[src/rtl/uart_pkg.sv]
// Shared UART definitions: receiver state encoding, frame constants and the
// default bit-period helper also used by the transmitter.
package uart_pkg;

  typedef enum logic [1:0] {RX_IDLE, RX_START, RX_DATA, RX_STOP} uart_rx_state_t;

  localparam int UART_DATA_BITS  = 8;
  localparam int UART_MIN_PERIOD = 3;

  function automatic logic [15:0] uart_default_period(input int clk_hz, input int baud);
    return 16'(clk_hz / baud - 1);
  endfunction

endpackage

[src/rtl/uart_sync2.sv]
// Two-flop synchroniser for an asynchronous single-bit input.
module uart_sync2 #(
  parameter logic RST_VAL = 1'b1
) (
  input  logic clk,
  input  logic rst,
  input  logic d,
  output logic q
);

  logic meta_q, sync_q;

  always_ff @(posedge clk) begin
    if (rst) begin
      meta_q <= RST_VAL;
      sync_q <= RST_VAL;
    end else begin
      meta_q <= d;
      sync_q <= meta_q;
    end
  end

  assign q = sync_q;

endmodule

[src/rtl/uart_rx.sv]
// 8N1 UART receiver: start-bit qualification, mid-bit LSB-first sampling,
// stop-bit check and a single valid/ready holding register.
module uart_rx
  import uart_pkg::*;
#(
  parameter int CLK_FREQ  = 50_000_000,
  parameter int BAUD_RATE = 115200
) (
  input  logic        clk,
  input  logic        rst,
  input  logic        wr_bit_period_i,
  input  logic [15:0] bit_period_i,
  input  logic        uart_rxd,
  output logic [7:0]  uart_rx_data,
  output logic        uart_rx_valid,
  input  logic        uart_rx_ready,
  output logic        uart_rx_busy,
  output logic        uart_rx_frame_err,
  output logic        uart_rx_overrun
);

  localparam logic [15:0] DEF_PERIOD = uart_default_period(CLK_FREQ, BAUD_RATE);
  localparam logic [15:0] MIN_PERIOD = 16'(UART_MIN_PERIOD);
  localparam logic [2:0]  LAST_BIT   = 3'(UART_DATA_BITS - 1);

  logic rxd_s, rxd_q;

  uart_sync2 #(.RST_VAL(1'b1)) u_sync (
    .clk (clk),
    .rst (rst),
    .d   (uart_rxd),
    .q   (rxd_s)
  );

  uart_rx_state_t state_q, state_d;
  logic [15:0] cnt_q, cnt_d, bp_pend_q, bp_pend_d, bp_act_q, bp_act_d;
  logic [2:0]  bit_idx_q, bit_idx_d;
  logic [7:0]  shreg_q, shreg_d, data_q, data_d;
  logic        valid_q, valid_d, busy_q, busy_d, ferr_q, ferr_d, ovr_q, ovr_d;
  logic        at_half, at_bound, load;

  assign at_half  = (cnt_q == (bp_act_q >> 1));
  assign at_bound = (cnt_q == bp_act_q);

  always_ff @(posedge clk) begin
    if (rst) state_q <= RX_IDLE;
    else     state_q <= state_d;
  end

  always_comb begin
    state_d = state_q;
    unique case (state_q)
      RX_IDLE:  if (rxd_q && !rxd_s) state_d = RX_START;
      RX_START: if (at_half) state_d = rxd_s ? RX_IDLE : RX_DATA;
      RX_DATA:  if (at_bound && bit_idx_q == LAST_BIT) state_d = RX_STOP;
      RX_STOP:  if (at_bound) state_d = RX_IDLE;
      default:  state_d = RX_IDLE;
    endcase
  end

  always_comb begin
    bp_pend_d = bp_pend_q;
    if (wr_bit_period_i)
      bp_pend_d = (bit_period_i < MIN_PERIOD) ? MIN_PERIOD : bit_period_i;
    // The active period only follows the pending one between frames.
    bp_act_d = (state_q == RX_IDLE) ? bp_pend_q : bp_act_q;

    cnt_d = (state_d != state_q || state_q == RX_IDLE || at_bound) ? 16'd0 : cnt_q + 16'd1;

    bit_idx_d = bit_idx_q;
    shreg_d   = shreg_q;
    if (state_q == RX_START && state_d == RX_DATA)
      bit_idx_d = 3'd0;
    if (state_q == RX_DATA && at_bound) begin
      shreg_d   = {rxd_s, shreg_q[7:1]};
      bit_idx_d = bit_idx_q + 3'd1;
    end

    load    = (state_q == RX_STOP) && at_bound && rxd_s;
    ferr_d  = (state_q == RX_STOP) && at_bound && !rxd_s;
    data_d  = load ? shreg_q : data_q;
    valid_d = load || (valid_q && !uart_rx_ready);
    ovr_d   = load && valid_q && !uart_rx_ready;
    busy_d  = (state_d != RX_IDLE);
  end

  always_ff @(posedge clk) begin
    if (rst) begin
      rxd_q     <= 1'b1;
      cnt_q     <= '0;
      bp_pend_q <= DEF_PERIOD;
      bp_act_q  <= DEF_PERIOD;
      bit_idx_q <= '0;
      shreg_q   <= '0;
      data_q    <= '0;
      valid_q   <= 1'b0;
      busy_q    <= 1'b0;
      ferr_q    <= 1'b0;
      ovr_q     <= 1'b0;
    end else begin
      rxd_q     <= rxd_s;
      cnt_q     <= cnt_d;
      bp_pend_q <= bp_pend_d;
      bp_act_q  <= bp_act_d;
      bit_idx_q <= bit_idx_d;
      shreg_q   <= shreg_d;
      data_q    <= data_d;
      valid_q   <= valid_d;
      busy_q    <= busy_d;
      ferr_q    <= ferr_d;
      ovr_q     <= ovr_d;
    end
  end

  assign uart_rx_data      = data_q;
  assign uart_rx_valid     = valid_q;
  assign uart_rx_busy      = busy_q;
  assign uart_rx_frame_err = ferr_q;
  assign uart_rx_overrun   = ovr_q;

endmodule

[config.mk]
export PLATFORM = sky130hd
export DESIGN_NAME = uart_rx
export DESIGN_NICKNAME = d
export VERILOG_FILES = /design/src/rtl/uart_pkg.sv /design/src/rtl/uart_sync2.sv /design/src/rtl/uart_rx.sv
export SDC_FILE = /design/constraint.sdc
export NUM_CORES = 1
export LEC_CHECK = 0
export CORE_MARGIN = 2
export CORE_UTILIZATION = 56
export DETAILED_ROUTE_END_ITERATION = 8
export PLACE_DENSITY = 0.82
export SYNTH_ARGS = -nofsm -noshare
export SYNTH_HDL_FRONTEND = slang
export SYNTH_SLANG_ARGS = --single-unit
[constraint.sdc]
create_clock -name clk -period 2.25 [get_ports clk]
set_input_delay 0.675 -clock clk [delete_from_list [all_inputs] [get_ports clk]]
set_output_delay 0.675 -clock clk [all_outputs]
set_load 0.1 [all_outputs]
==> flow_summary.json, run 1 <==
{
  "dr_total_vias": 2641,
  "power_density_mw_per_mm2": 660,
  "crit-reg2reg-launch": "cnt_q[14]$_SDFF_PP0_",
  "period_share_pct": 88.7,
  "hp-class": "flop to flop",
  "ioPinCount": 33,
  "synth_edf_count": 0,
  "wl_mm": 6.55,
  "final_max_slew_viol_count": 0,
  "postRouteAntennaNets": 0,
  "worstPathArrival_ns": 2.20,
  "r2r_cells": 5,
  "synth_nets": 400,
  "core_mm2": 0.00557,
  "clk_path_buf_depth": 2,
  "synth.avg_cell_area_um2": 8.72,
  "synth_seq_cells": 76,
  "cts.clk_slew.worst_paths_ns": 0.08,
  "stdcell_count": 480,
  "gp_congestion": 0.915,
  "critPathLaunchType": "flop",
  "synth_cell_types": 34,
  "dr.pass1.iters": 4,
  "viasPerCell": 5.50,
  "rsz0062_at_grt": "no",
  "grt_max_degree": 28,
  "hpwlAfterDp_mm": 4.71,
  "async_flop_share_pct": 0,
  "fin_ws_ns": 0.255,
  "endpoint_kind": "flop",
  "cts.sinks": 76,
  "rrSetupSlack_ns": 0.26,
  "slew_headroom_pct": 35.2,
  "status": "finished clean",
  "yosysMostFrequentCell": "dfxtp_1",
  "pre_cts_slack_ns": 0.183,
  "antennaDiodeCount": 0,
  "max_freq_mhz": 501,
  "path_max_fanout": 4,
  "synth_top_area_cell": "dfxtp_1",
  "slowest_delay_ns": 0.46,
  "p_leak_nw": 1.52,
  "drt-wirelength-per-cell_um": 13.6,
  "syn_inst": 376,
  "final-hold-violation-count": 0,
  "reg2reg_to": "uart_rx_busy$_SDFF_PP0_",
  "period_minus_slack_ns": 1.99,
  "critPathSlowestCell": "dfxtp_1",
  "ys_warn_count": 0,
  "critPathKind": "flop to flop",
  "die_x_um": 80.5,
  "grt_antenna_before_repair": 0,
  "maxCapViolCount": 0,
  "numCtsBuffers": 9,
  "postCtsSetupRepairBufs": 0,
  "critPathLaunch": "cnt_q[14]$_SDFF_PP0_",
  "root_buffer": "clkbuf_8",
  "vdd_drop_max_mv": 0.586,
  "syn_to_final_growth_pct": 16.4,
  "gr-total-overflow": 0,
  "initial_core_util_pct": 58.8,
  "drt_iter0_drc": 210,
  "cp-endpoint": "uart_rx_busy$_SDFF_PP0_",
  "dieArea_mm2": 0.00648,
  "num_rows": 27,
  "synth_top_area_share_pct": 46.4,
  "drc_errors": 0,
  "die_h_um": 80.5,
  "worst_pin_slew_ns": 0.969,
  "skew_ns": 0.00556,
  "netlist_area_mm2": 0.00328,
  "synth_common_cells": "dfxtp_1 (76), nand2_1 (48), xor2_1 (37)",
  "synthFlopType": "dfxtp_1",
  "tns_ns": 0,
  "setup_viol_count_final": 0,
  "drive_gt1_share_pct": 13.5,
  "cts_tree": "built",
  "crit_chain": "xor2_1 > nor4_1 > a41oi_1 > a211oi_1 > o22ai_1",
  "synth.yosys.seq_area_share_pct": 46.4,
  "worstPathRequired_ns": 2.46,
  "port_buffers": 32,
  "clock_latency_ns": 0.35,
  "grt_pass1_vias": 2466,
  "placedCellCount": 464,
  "final_nets": 427,
  "grt_pass1_wl_mm": 11.4,
  "grt_use_total_pct": 22.8,
  "synthTopCellsByArea": "dfxtp_1 (46%), xor2_1 (9.9%), nand2_1 (5.5%)",
  "htreeDepth": 3
}
==> cell usage in the layout, fill, tap and decap left out, drive strengths merged, types with 3 or more instances in the layout <==
cell	count
a21oi	29
and3	3
buf	25
clkbuf	10
clkdlybuf4s50	20
clkinv	5
dfxtp	76
ha	3
inv	6
mux2i	14
nand2	48
nand3	24
nand4	13
nor2	33
nor4	11
o21ai	18
o22ai	4
or2	6
xnor2	8
xor2	37
==> final cells by class <==
class / count / area, µm²
fillers: 462 / 1760
inverters: 6 / 22.5
flip-flops and latches: 76 / 1520
well taps: 72 / 90.1
repair buffers: 45 / 388
clock inverters: 6 / 40.0
multi-input cells: 265 / 1620
clock buffers: 10 / 138
==> routing by layer <==
metal,vias to the layer above,global-route usage (%),routed length [µm]
met5,-,0,0
met4,0,10.0,146
met3,14,4.16,322
met2,75,35.9,3070
met1,1207,30.5,3000
li1,1345,-,-
==> worst max-delay path, delay by kind of cell, from the launching register on <==
family | cells | cell delay [ns]
xor gates and xnor gates | 1 | 0.11
AOI/OAI and AO/OA | 3 | 0.87
DFF | 1 | 0.46
and+or+nand+nor | 1 | 0.42
==> metrics by stage <==
stage                     area, µm²  power, mW  utilization [%]  hold slack, ns
after floorplan                3280       1.55                -           0.389
after global placement         3630       1.62             65.1           0.391
after detailed placement       3630       1.62             65.1           0.394
after CTS                      3800       2.53             68.3           0.413
after global routing           3810       2.62             68.4           0.458
final                          3810       2.52             68.4           0.411
==> what timing repair did <==
item | in CTS | in global routing
hold buffers | 0 | 0
endpoints found under the setup margin | 0 | 17
endpoints found under the hold margin | 0 | 0
resized for setup | 0 | 2
==> worst min-delay path by stage <==
stage                                   from             endpoint  slack (ns)  depth (start not counted)
floorplan           u_sync.meta_q$_SDFF_PP1_  u_sync.q$_SDFF_PP1_        0.39                          1
global placement    u_sync.meta_q$_SDFF_PP1_  u_sync.q$_SDFF_PP1_        0.39                          1
detailed placement  u_sync.meta_q$_SDFF_PP1_  u_sync.q$_SDFF_PP1_        0.39                          1
CTS                 u_sync.meta_q$_SDFF_PP1_  u_sync.q$_SDFF_PP1_        0.41                          1
global route        u_sync.meta_q$_SDFF_PP1_  u_sync.q$_SDFF_PP1_        0.46                          1
finish              u_sync.meta_q$_SDFF_PP1_  u_sync.q$_SDFF_PP1_        0.41                          1
==> sequential cells by signal, indices dropped and copies added (netlist names) <==
signal and count:
uart_rx_frame_err 1, rxd_q 1, bp_pend_q 16, bp_act_q 16, uart_rx_busy 1, uart_rx_data 8, state_q 2, cnt_q 16
shreg_q 8, uart_rx_overrun 1, u_sync.meta_q 1, uart_rx_valid 1, u_sync.q 1, bit_idx_q 3
==> power by group <==
| part | internal [mW] | leakage, nW | switching (mW) | total [mW] |
|---|---|---|---|---|
| Combinational | 0.0864 | 0.806 | 0.0963 | 0.183 |
| Sequential | 1.38 | 0.618 | 0.0307 | 1.41 |
| Clock | 0.428 | 0.0920 | 0.496 | 0.923 |
==> kinds of logic after synthesis <==
| logic type | synth area share [%] |
|---|---|
| AND/OR/NAND/NOR | 21.1 |
| AO/OA/AOI/OAI | 10.4 |
| flip-flops | 46.4 |
| adder cells (fa/ha/maj) | 1.15 |
| multiplexers | 4.27 |
| buffers and inverters | 4.62 |
| XOR/XNOR | 12.0 |
Power figures use the tool's default switching activity.
==> run 2: changes to the inputs <==
CAP_MARGIN = 20   (was unset)
==> results of run 2 <==
The final DEF is identical to that of run 1; final timing and power are the same.
